File: config.mk
export PLATFORM = sky130hd
export DESIGN_NAME = seq_divider
export DESIGN_NICKNAME = d
export VERILOG_FILES = /design/src/rtl/seq_divider.sv
export SDC_FILE = /design/constraint.sdc
export NUM_CORES = 1
export LEC_CHECK = 0
export ABC_AREA = 1
export BUFFER_PORTS_ARGS = -buffer_cell sky130_fd_sc_hd__buf_2
export CAP_MARGIN = 20
export CORE_AREA = 5 5 152 154
export CTS_BUF_LIST = sky130_fd_sc_hd__clkbuf_4 sky130_fd_sc_hd__clkbuf_8
export DETAILED_ROUTE_END_ITERATION = 10
export DIE_AREA = 0 0 157 159
export PLACE_DENSITY = 0.87
export SYNTH_ARGS = -nofsm -noshare
export SYNTH_HDL_FRONTEND = slang
export SYNTH_SLANG_ARGS = --single-unit
File: constraint.sdc
create_clock -name clk -period 17.4 [get_ports clk]
set_input_delay 2.61 -clock clk [delete_from_list [all_inputs] [get_ports clk]]
set_output_delay 2.61 -clock clk [all_outputs]
set_load 0.01 [all_outputs]
File: src/rtl/seq_divider.sv
// Multi-cycle restoring divider for DIV/DIVU: one quotient bit per clock,
// trial subtraction through a ripple chain of full_adder cells.

module full_adder (
  input  logic a,
  input  logic b,
  input  logic cin,
  output logic s,
  output logic cout
);
  assign s    = a ^ b ^ cin;
  assign cout = (a & b) | (cin & (a ^ b));
endmodule

module seq_divider #(
  parameter int unsigned WIDTH = 32
) (
  input  logic             clk,
  input  logic             rst_n,
  input  logic             start,
  input  logic             is_signed,
  input  logic [WIDTH-1:0] dividend,
  input  logic [WIDTH-1:0] divisor,
  output logic             busy,
  output logic             done,
  output logic [WIDTH-1:0] quotient,
  output logic [WIDTH-1:0] remainder,
  output logic             div_by_zero
);

  localparam int unsigned CW = $clog2(WIDTH);

  typedef enum logic [1:0] {
    IDLE = 2'd0,
    RUN  = 2'd1,
    FIX  = 2'd2
  } state_e;

  state_e           state_q, state_d;
  logic [WIDTH-1:0] r_q, r_d;
  logic [WIDTH-1:0] q_q, q_d;
  logic [WIDTH-1:0] dvs_q, dvs_d;
  logic [CW-1:0]    cnt_q, cnt_d;
  logic             negq_q, negq_d;
  logic             negr_q, negr_d;
  logic             zero_q, zero_d;
  logic             busy_q, busy_d;
  logic             done_q, done_d;
  logic [WIDTH-1:0] quot_q, quot_d;
  logic [WIDTH-1:0] rem_q, rem_d;
  logic             dbz_q, dbz_d;

  logic [WIDTH:0]   r_sh_c;
  logic [WIDTH:0]   sub_c;
  logic [WIDTH:0]   t_c;
  logic [WIDTH+1:0] cy_c;
  logic             nonneg_c;
  logic [WIDTH-1:0] dvd_mag_c;
  logic [WIDTH-1:0] dvs_mag_c;

  // Trial subtract: T = {R,msb} - {0,|divisor|} as A + ~B + 1
  assign r_sh_c  = {r_q, q_q[WIDTH-1]};
  assign sub_c   = ~{1'b0, dvs_q};
  assign cy_c[0] = 1'b1;

  for (genvar i = 0; i <= WIDTH; i++) begin : g_chain
    full_adder u_fa (
      .a   (r_sh_c[i]),
      .b   (sub_c[i]),
      .cin (cy_c[i]),
      .s   (t_c[i]),
      .cout(cy_c[i+1])
    );
  end

  // No borrow out and a clear sign bit both mean T >= 0
  assign nonneg_c = cy_c[WIDTH+1] & ~t_c[WIDTH];

  assign dvd_mag_c = (is_signed && dividend[WIDTH-1]) ? WIDTH'(-dividend) : dividend;
  assign dvs_mag_c = (is_signed && divisor[WIDTH-1])  ? WIDTH'(-divisor)  : divisor;

  always_ff @(posedge clk or negedge rst_n) begin
    if (!rst_n) begin
      state_q <= IDLE;
      r_q     <= '0;
      q_q     <= '0;
      dvs_q   <= '0;
      cnt_q   <= '0;
      negq_q  <= 1'b0;
      negr_q  <= 1'b0;
      zero_q  <= 1'b0;
      busy_q  <= 1'b0;
      done_q  <= 1'b0;
      quot_q  <= '0;
      rem_q   <= '0;
      dbz_q   <= 1'b0;
    end else begin
      state_q <= state_d;
      r_q     <= r_d;
      q_q     <= q_d;
      dvs_q   <= dvs_d;
      cnt_q   <= cnt_d;
      negq_q  <= negq_d;
      negr_q  <= negr_d;
      zero_q  <= zero_d;
      busy_q  <= busy_d;
      done_q  <= done_d;
      quot_q  <= quot_d;
      rem_q   <= rem_d;
      dbz_q   <= dbz_d;
    end
  end

  always_comb begin
    state_d = state_q;
    r_d     = r_q;
    q_d     = q_q;
    dvs_d   = dvs_q;
    cnt_d   = cnt_q;
    negq_d  = negq_q;
    negr_d  = negr_q;
    zero_d  = zero_q;
    busy_d  = busy_q;
    done_d  = 1'b0;
    quot_d  = quot_q;
    rem_d   = rem_q;
    dbz_d   = dbz_q;

    unique case (state_q)
      IDLE: begin
        if (start) begin
          busy_d = 1'b1;
          negq_d = is_signed & (dividend[WIDTH-1] ^ divisor[WIDTH-1]);
          negr_d = is_signed & dividend[WIDTH-1];
          r_d    = '0;
          cnt_d  = '0;
          dvs_d  = dvs_mag_c;
          if (divisor == '0) begin
            // Q carries the raw dividend through to the remainder output
            zero_d  = 1'b1;
            q_d     = dividend;
            state_d = FIX;
          end else begin
            zero_d  = 1'b0;
            q_d     = dvd_mag_c;
            state_d = RUN;
          end
        end
      end
      RUN: begin
        // A kept value is below |divisor|, so its top bit is always zero
        r_d   = nonneg_c ? t_c[WIDTH-1:0] : r_sh_c[WIDTH-1:0];
        q_d   = {q_q[WIDTH-2:0], nonneg_c};
        cnt_d = cnt_q + CW'(1);
        if (cnt_q == CW'(WIDTH - 1)) begin
          state_d = FIX;
        end
      end
      FIX: begin
        state_d = IDLE;
        busy_d  = 1'b0;
        done_d  = 1'b1;
        if (zero_q) begin
          quot_d = '1;
          rem_d  = q_q;
          dbz_d  = 1'b1;
        end else begin
          quot_d = negq_q ? WIDTH'(-q_q) : q_q;
          rem_d  = negr_q ? WIDTH'(-r_q) : r_q;
          dbz_d  = 1'b0;
        end
      end
      default: state_d = IDLE;
    endcase
  end

  assign busy        = busy_q;
  assign done        = done_q;
  assign quotient    = quot_q;
  assign remainder   = rem_q;
  assign div_by_zero = dbz_q;

endmodule
# ---- Word level (Yosys, flattened, before mapping)
# Index checks and enable logic that the tools add are counted.
dict set report word_totals {
  register_bits 173
  input_bits 68
  output_inout_bits 67
  word_cells 226
}
dict set report classes {
  addsub 5
  n_eq_ne 5
  muxes 23
  n_bitwise 170
  n_reduce_logical 10
}
# op count
set op_table {}
lappend op_table {{$mux W32} 10}
lappend op_table {{$neg A32 Y32} 4}
lappend op_table {{$pmux W32 S2} 2}
lappend op_table {{$and A1 B1 Y1} 68}
lappend op_table {{$xor A1 B1 Y1} 66}
lappend op_table {{$not A32 Y33} 1}
lappend op_table {{$or A1 B1 Y1} 33}
lappend op_table {{$logic_not A32 Y1} 1}
lappend op_table {{$pmux W5 S2} 1}
lappend op_table {{$reduce_and A2 Y1} 4}
lappend op_table {{$mux W2} 3}
lappend op_table {{$add A5 B1 Y5 const B} 1}
lappend op_table {{$eq A5 B5 Y1 const B} 1}
lappend op_table {{$mux W5} 1}
lappend op_table {{$mux W1} 4}
lappend op_table {{$ne A2 B2 Y1 const B} 2}
lappend op_table {{$pmux W2 S2} 1}
lappend op_table {{$reduce_bool A2 Y1} 2}
lappend op_table {{$eq A2 B1 Y1 const B} 1}
lappend op_table {{$eq A2 B2 Y1 const B} 1}
lappend op_table {{$logic_and A1 B1 Y1} 2}
lappend op_table {{$logic_not A2 Y1} 1}
lappend op_table {{$not A1 Y1} 2}
lappend op_table {{$pmux W1 S2} 1}

# ---- Logic depth before layout (Yosys ltp)
# Gate-level depths: netlist of the first run.
dict set report logic_depth {
  ltp_word 70
  depth_mapped 44
  depth_no_buf 43
}

# ---- Cells and area by module
# From an unflattened synthesis of the first run, not the netlist that was laid out.
dict set report hier_totals {
  cells_unflattened 1635
  area_unflattened_um2 11628.7
}
# module n_inst cells_per_inst area_each_um2 seq_area_each_um2
set by_module_without_submodules {}
lappend by_module_without_submodules {seq_divider 1 1602 10968.0 4329.2}
lappend by_module_without_submodules {full_adder 33 1 20.0 0.0}

# ---- Worst setup path before layout of the first run
# OpenSTA, ideal clock, no wires.
dict set report synth_path {
  path_kind {register -> register}
  from {register q_q[31]}
  to {register r_q[0]}
  setup_ps 127
  t_arrival_ps 12850
  required_time_ps 17273
  setup_slack_ps 4423
  stages_incl_launch_ff 45
  n_path_buf 1
  synth_period_minus_slack_ps 12977
  cell_sequence {dfrtp_1 inv_1 ha_1 inv_1 fa_1 inv_1 fa_1 inv_1 fa_1 fa_1 fa_1 fa_1 fa_1 fa_1 fa_1 fa_1 fa_1 fa_1 (+9 left out) fa_1 fa_1 fa_1 fa_1 fa_1 fa_1 fa_1 fa_1 fa_1 inv_1 fa_1 or2_1 nand2_1 inv_1 clkbuf_1 nand2_1 nand3_1 o21ai_0}
}
dict set report synth_between {
  elab_chain_cells 69
  word_cells_on_any_way 73
  cone_classes {mux: 2; bitwise: 71}
}
# item line_no
set synth_lines {}
lappend synth_lines {{start, declared} 41} ;# logic [WIDTH-1:0] q_q, q_d;
lappend synth_lines {{start signal, assigned} 100} ;# q_q <= q_d;
lappend synth_lines {{$and A1 B1 Y1 / $xor A1 B1 Y1 (equally long branches)} {12, 11}}
lappend synth_lines {{$or A1 B1 Y1} 12} ;# assign cout = (a & b) | (cin & (a ^ b));
lappend synth_lines {{$and A1 B1 Y1} 12}
lappend synth_lines {{$or A1 B1 Y1} 12}
lappend synth_lines {{$and A1 B1 Y1} 12}
lappend synth_lines {{$or A1 B1 Y1} 12}
lappend synth_lines {{$and A1 B1 Y1} 12}
lappend synth_lines {{$or A1 B1 Y1} 12}
lappend synth_lines {{(+53 left out)} -}
lappend synth_lines {{$or A1 B1 Y1} 12}
lappend synth_lines {{$and A1 B1 Y1} 12}
lappend synth_lines {{$or A1 B1 Y1} 12}
lappend synth_lines {{$and A1 B1 Y1 / $xor A1 B1 Y1 (equally long branches)} {12, 11}}
lappend synth_lines {{$or A1 B1 Y1 / $not A1 Y1 (equally long branches)} {12, 77}}
lappend synth_lines {{$and A1 B1 Y1} 77} ;# assign nonneg_c = cy_c[WIDTH+1] & ~t_c[WIDTH];
lappend synth_lines {{$mux W32 (*)} 152} ;# r_d = nonneg_c ? t_c[WIDTH-1:0] : r_sh_c[WIDTH-1:0];
lappend synth_lines {{$pmux W32 S2 (*)} 129} ;# unique case (state_q)
lappend synth_lines {{end signal, assigned} 99} ;# r_q <= r_d;
lappend synth_lines {{end, declared} 40} ;# logic [WIDTH-1:0] r_q, r_d;
# Mark *: on every way between the ends. The rest lies on a longest branch, timed or not.
# A chain may end at the register's enable or synchronous reset.

# ---- Final worst setup path of the first run
dict set report layout_path {
  from {register q_q[31]}
  to {register r_q[2]}
}
dict set report layout_between {
  elab_chain_cells 69
  word_cells_on_any_way 73
  cone_classes {mux: 2; bitwise: 71}
}
# item line_no
set layout_lines {}
lappend layout_lines {{$and A1 B1 Y1 / $xor A1 B1 Y1 (equally long branches)} 12}
lappend layout_lines {{$or A1 B1 Y1 (*)} 12}
lappend layout_lines {{$and A1 B1 Y1 (*)} 12}
lappend layout_lines {{$or A1 B1 Y1 (*)} 12}
lappend layout_lines {{$and A1 B1 Y1} 12}
lappend layout_lines {{$or A1 B1 Y1} 12}
lappend layout_lines {{$and A1 B1 Y1} 12}
lappend layout_lines {{$or A1 B1 Y1} 12}
lappend layout_lines {{(+53 left out)} -}
lappend layout_lines {{$or A1 B1 Y1} 12}
lappend layout_lines {{$and A1 B1 Y1} 12}
lappend layout_lines {{$or A1 B1 Y1} 12}
lappend layout_lines {{$and A1 B1 Y1 / $xor A1 B1 Y1 (equally long branches)} {12, 11}}
lappend layout_lines {{$or A1 B1 Y1 / $not A1 Y1 (equally long branches)} {12, 77}}
lappend layout_lines {{$and A1 B1 Y1} 77}
lappend layout_lines {{$mux W32 (*)} 152}
lappend layout_lines {{$pmux W32 S2 (*)} 129}
# Marked as above.

==> results of run 1 <==
-- synth_stat cells, types with 12 or more instances --
master	n	area share [%]
dfrtp_1	173	37
nor2_2	13	0.70
clkbuf_1	38	1.2
o21bai_1	12	0.77
nand3_1	177	7.6
o22ai_1	35	1.9
xor2_1	32	2.4
nand2_1	399	13
a21oi_1	17	0.73
buf_2	17	0.73
a22oi_1	30	1.9
nor2_1	174	5.6
nand4_1	28	1.5
inv_1	191	6.1
nand3_2	21	1.8
o21ai_0	125	5.4
fa_1	31	5.3
-- cell type report --
type | count | area [µm²] | area share (%)
clock buffers | 17 | 234 | 1.82
clock inverters | 15 | 165 | 1.28
inverters | 197 | 739 | 5.74
multi-input cells | 1179 | 6330 | 49.2
flip-flops and latches | 173 | 4330 | 33.6
well taps | 280 | 350 | 2.72
repair buffers | 139 | 727 | 5.65
-- metal layers --
metal	global-route usage, %	vias up
li1	-	5471
met1	41.1	5451
met2	40.6	600
met3	6.31	56
met4	8.52	0
met5	0	-
-- flip-flops by register name, indices dropped and copies added (netlist names) --
register / count
q_q: 32
done: 1
div_by_zero: 1
zero_q: 1
cnt_q: 5
negq_q: 1
negr_q: 1
remainder: 32
busy: 1
quotient: 32
state_q: 2
dvs_q: 32
r_q: 32
-- stage by stage --
| stage | setup slack, ps | area [µm²] | cells | utilization [%] | total power [mW] |
|---|---|---|---|---|---|
| after global placement | 2980 | 12500 | 1967 | 57.8 | 2.00 |
| after detailed placement | 2720 | 12500 | 1967 | 57.8 | 2.07 |
| final | 2560 | 12900 | 2000 | 59.7 | 2.38 |
| after floorplan | 4420 | 11700 | 1613 | - | 1.66 |
| after global routing | 1930 | 12900 | 2000 | 59.7 | 2.59 |
| after CTS | 2650 | 12900 | 1999 | 59.6 | 2.36 |
-- power by group --
group          total (mW)  leakage, nW  switching (mW)  internal (mW)
clock network       0.286        0.195           0.156          0.130
logic                1.24         3.90           0.784          0.456
registers           0.852         2.10           0.250          0.601
-- final timing paths --
| kind | from | to | slack (ps) | depth (start not counted) |
|---|---|---|---|---|
| setup / recovery | q_q[31]$_DFFE_PN0P_ | r_q[2]$_DFFE_PN0P_ | 2560 | 43 |
| hold / removal | div_by_zero$_DFFE_PN0P_ | div_by_zero$_DFFE_PN0P_ | 480 | 2 |
| setup reg to reg | q_q[31]$_DFFE_PN0P_ | r_q[2]$_DFFE_PN0P_ | 2560 | 43 |
| hold reg to reg | div_by_zero$_DFFE_PN0P_ | div_by_zero$_DFFE_PN0P_ | 480 | 2 |
| max in group asynchronous | rst_n | quotient[13]$_DFFE_PN0P_ | 13730 | 2 |
| min in group asynchronous | rst_n | dvs_q[28]$_DFFE_PN0P_ | 2170 | 1 |
-- critical path, delay by kind of cell (launching register included) --
family / cells / cell delay (ps)
adder cells (fa/ha/maj): 32 / 11860
AO/OA/AOI/OAI: 2 / 250
flip-flops: 1 / 400
AND/OR/NAND/NOR: 3 / 760
buffers and inverters: 6 / 1430
-- placed cells by master (no fill, tap or decap), types with 3 or more instances in the layout --
cell type	n
o22ai_1	35
buf_2	133
nand4_1	28
nor2_1	173
inv_2	6
inv_1	191
nand3_1	177
nand3b_1	3
ha_1	7
nor2_4	8
buf_4	4
inv_6	3
xor2_1	32
o21ai_0	125
nor3_1	11
clkbuf_8	17
nand3_2	21
a31oi_1	5
o21ai_2	4
clkinvlp_4	3
nor2_2	12
o221ai_1	6
o21bai_1	12
o211ai_1	9
clkinv_4	4
a22oi_1	30
a21oi_1	17
or2_2	10
nand2_1	399
dfrtp_1	173
xnor2_1	6
o21ai_1	3
fa_1	31
-- cells by family (layout without fill, tap and decap cells) --
| group | Yosys count | after routing | synth area share (%) |
|---|---|---|---|
| AND/OR/NAND/NOR | 850 | 850 | 32.3 |
| buffers and inverters | 261 | 368 | 8.77 |
| AO/OA/AOI/OAI | 253 | 253 | 12.9 |
| flip-flops | 173 | 173 | 37.1 |
| adder cells (fa/ha/maj) | 38 | 38 | 6.07 |
| XOR/XNOR | 38 | 38 | 2.85 |
==> reports/metrics.yaml, run 1 <==
design.core.area_um2: 21600
grt_max_degree: 97
start_util_pct: 54.1
num_vias: 11600
grt_pass1_wl_um: 55900
io_pins: 135
cts_buffers: 17
routed.top_layer: "met4"
clockBufferDepth: 2
die_w_um: 157
drtIter0Drc: 1060
drtPass1Iterations: 6
cts_resized: 0
whs_ps: 481
irDropWorstVdd_uv: 75.0
place_congestion: 0.946
power.density_nw_per_um2: 185
antenna_found_initial: 0
wl_per_cell_um: 17.2
critPathCaptureType: "flip-flop"
antenna_cells: 0
grt_overflow: 0
synth-seq-area-share_pct: 37.1
cpPeakStageDelay_ps: 1020
critPathKind: "flip-flop to flip-flop"
finalCritPeriodShare_pct: 85.3
slowest_stage: "inv_1"
status: "completed"
drv_cap: 0
met3_length_um: 3620
drv_slew: 0
arrival_ps: 15190
track_usage_pct: 27.7
cts_tree: "done"
area_growth_pct: 10.3
ys_ff_latch: 173
synth_warnings: 0
clk_pin_slew_ps: 100
slew_headroom_pct: 30.4
crit_fanout: 33
row_count: 54
insertion_delay_ps: 480
hp-class: "flip-flop to flip-flop"
synthArstFlopShare_pct: 100
fillCellCount: 1955
setup-tns-final_ps: 0
cts.sinks: 173
fin_nets: 1813
syn_area_um2: 11700
synth_nets: 1719
fin_worst_skew_ps: 12.1
drc: 0
tightest_slew_ps: 1040
synth_flop_cell: "dfrtp_1"
ctsHoldBuffers: 0
synth_edf_count: 0
dp_hpwl_um: 26000
grt_setup_unrepaired: "false"
wl_met1_um: 14700
drive_above_1_share_pct: 13.7
dieArea_um2: 25000
syn_area_per_cell_um2: 7.23
setup_viol: 0
grt_pass1_vias: 10600
yosysUniqueCellTypes: 40
leakagePower_nw: 6.20
finalHoldViolations: 0
cts_setup_buffers: 0
routed_via_density: 5.79
met2_length_um: 15200
antenna_left: 0
htree_levels: 4
syn-instance-count: 1613
portBuffers: 134
cp.required_ps: 17740
cts_root_buf: "clkbuf_8"
wl_um: 34400
min_period_ps: 14840
crit_top_cell: "fa_1"
start_kind: "flip-flop"
die_y_um: 159
max_freq_ghz: 0.0674
No activity file was read; power rests on OpenSTA's default activity.
==> run 2: changes to the inputs <==
- CELL_PAD_IN_SITES_DETAIL_PLACEMENT: not set -> 0
- CELL_PAD_IN_SITES_GLOBAL_PLACEMENT: not set -> 1
- CORE_AREA: 5 5 152 154 -> 5 5 169 171
- DIE_AREA: 0 0 157 159 -> 0 0 174 176
==> reports/metrics.yaml, run 2 (same netlist as run 1, synthesis figures left out) <==
tightest_slew_ps: 1060
finalHoldViolations: 0
wl_um: 35900
drive_above_1_share_pct: 13.8
power.density_nw_per_um2: 182
grt_pass1_wl_um: 58400
start_kind: "flip-flop"
p_switching_mw: 1.18
htree_levels: 4
antenna_left: 0
fillCellCount: 2707
crit_top_cell: "fa_1"
cts_resized: 0
combPwrFrac_pct: 51.9
drtPass1Iterations: 6
seqCellArea_um2: 4330
antenna_found_initial: 0
area_growth_pct: 11.2
fin_cells: 2062
fin_worst_skew_ps: 24.8
cts_setup_buffers: 0
num_vias: 11200
whs_ps: 486
die_w_um: 174
grt_use_met1_pct: 36.5
grtUsageMet2_pct: 34.3
drv_cap: 0
critPathKind: "flip-flop to flip-flop"
grt_max_degree: 97
track_usage_pct: 23.6
routed_via_density: 5.44
cp.required_ps: 17730
design.core.area_um2: 26700
setup-tns-final_ps: 0
start_util_pct: 43.7
drtIter0Drc: 1152
row_count: 60
cpPeakStageDelay_ps: 1050
grt_pass1_vias: 10700
post-route-util_pct: 48.5
p_int_mw: 1.18
insertion_delay_ps: 470
swShare_pct: 50.1
place_congestion: 0.915
io_pins: 135
grt_busiest_layer: "met1"
setup_viol: 0
final_cell_mix: "nand2_1 (399), inv_1 (191), nand3_1 (177)"
grt_setup_unrepaired: "false"
ctsHoldBuffers: 0
irDropWorstVdd_uv: 90.0
min_period_ps: 14760
hp-class: "flip-flop to flip-flop"
cts.sinks: 173
fin_nets: 1815
dpl.cell_count: 2030
final_common_cell: "nand2_1"
dieArea_um2: 30600
cts_root_buf: "clkbuf_8"
portBuffers: 134
drc: 0
slew_headroom_pct: 29.3
critPathCaptureType: "flip-flop"
power_frac_clock_pct: 11.8
drv_slew: 0
clockBufferDepth: 2
wl_per_cell_um: 17.4
crit_fanout: 33
cts_tree: "done"
status: "completed"
grt_overflow: 0
die_y_um: 176
leakagePower_nw: 6.21
clk_pin_slew_ps: 100
cts_buffers: 17
p_seq_share_pct: 36.3
met3_usage_pct: 3.77
slowest_stage: "inv_1"
max_freq_ghz: 0.0677
finalCritPeriodShare_pct: 84.8
multi_input_area_um2: 6330
arrival_ps: 15100
dp_hpwl_um: 27400
antenna_cells: 0
## run 2: cell count changes in the layout (fill, tap and decap cells not counted), sizes merged
| cell | delta |
|---|---|
| buf | +2 |
| clkbuf | +3 |
| clkinvlp | -1 |
| clkinv | -2 |
| bufinv | -1 |
## run 2: power groups by stage
stage,clock [mW],combinational [mW],sequential (mW)
floorplan,0,0.882,0.781
global placement,0,1.20,0.852
detailed placement,0,1.22,0.857
CTS,0.283,1.23,0.849
global route,0.300,1.41,0.883
finish,0.278,1.23,0.858
## run 2: final timing paths
path	from	to	slack, ps	cells after the start
hold reg to reg	div_by_zero$_DFFE_PN0P_	div_by_zero$_DFFE_PN0P_	490	2
min in group asynchronous	rst_n	dvs_q[26]$_DFFE_PN0P_	2210	1
setup / recovery	q_q[31]$_DFFE_PN0P_	r_q[2]$_DFFE_PN0P_	2640	43
hold / removal	div_by_zero$_DFFE_PN0P_	div_by_zero$_DFFE_PN0P_	490	2
max in group asynchronous	rst_n	remainder[14]$_DFFE_PN0P_	14070	3
setup reg to reg	q_q[31]$_DFFE_PN0P_	r_q[2]$_DFFE_PN0P_	2640	43
## run 2: final cells by class
class | instances | area share, %
Multi-Input combinational cell | 1179 | 48.8
Clock inverter | 11 | 0.830
Timing Repair Buffer | 141 | 5.93
Sequential cell | 173 | 33.4
Tap cell | 341 | 3.29
Inverter | 197 | 5.70
Clock buffer | 20 | 2.07
## run 2: metal layers
layer / vias to the layer above / part of all wire [%]
met5: - / 0
met1: 5294 / 49
li1: 5477 / -
met4: 0 / 1.9
met2: 404 / 42
met3: 37 / 6.4
## run 2: metrics by stage
stage / instance area, µm² / setup WS, ps / total power [mW]
after floorplan: 11700 / 4420 / 1.66
after global placement: 12500 / 2830 / 2.05
after detailed placement: 12600 / 2680 / 2.08
after CTS: 12900 / 2670 / 2.36
after global routing: 13000 / 1990 / 2.60
final: 13000 / 2640 / 2.36
## run 2: worst max-delay path, delay by kind of cell (launching register included)
kind / cells / cell delay (ps)
compound gates: 2 / 240
fa+ha+maj: 32 / 11800
buf+inv: 6 / 1430
flops: 1 / 410
simple gates: 3 / 750
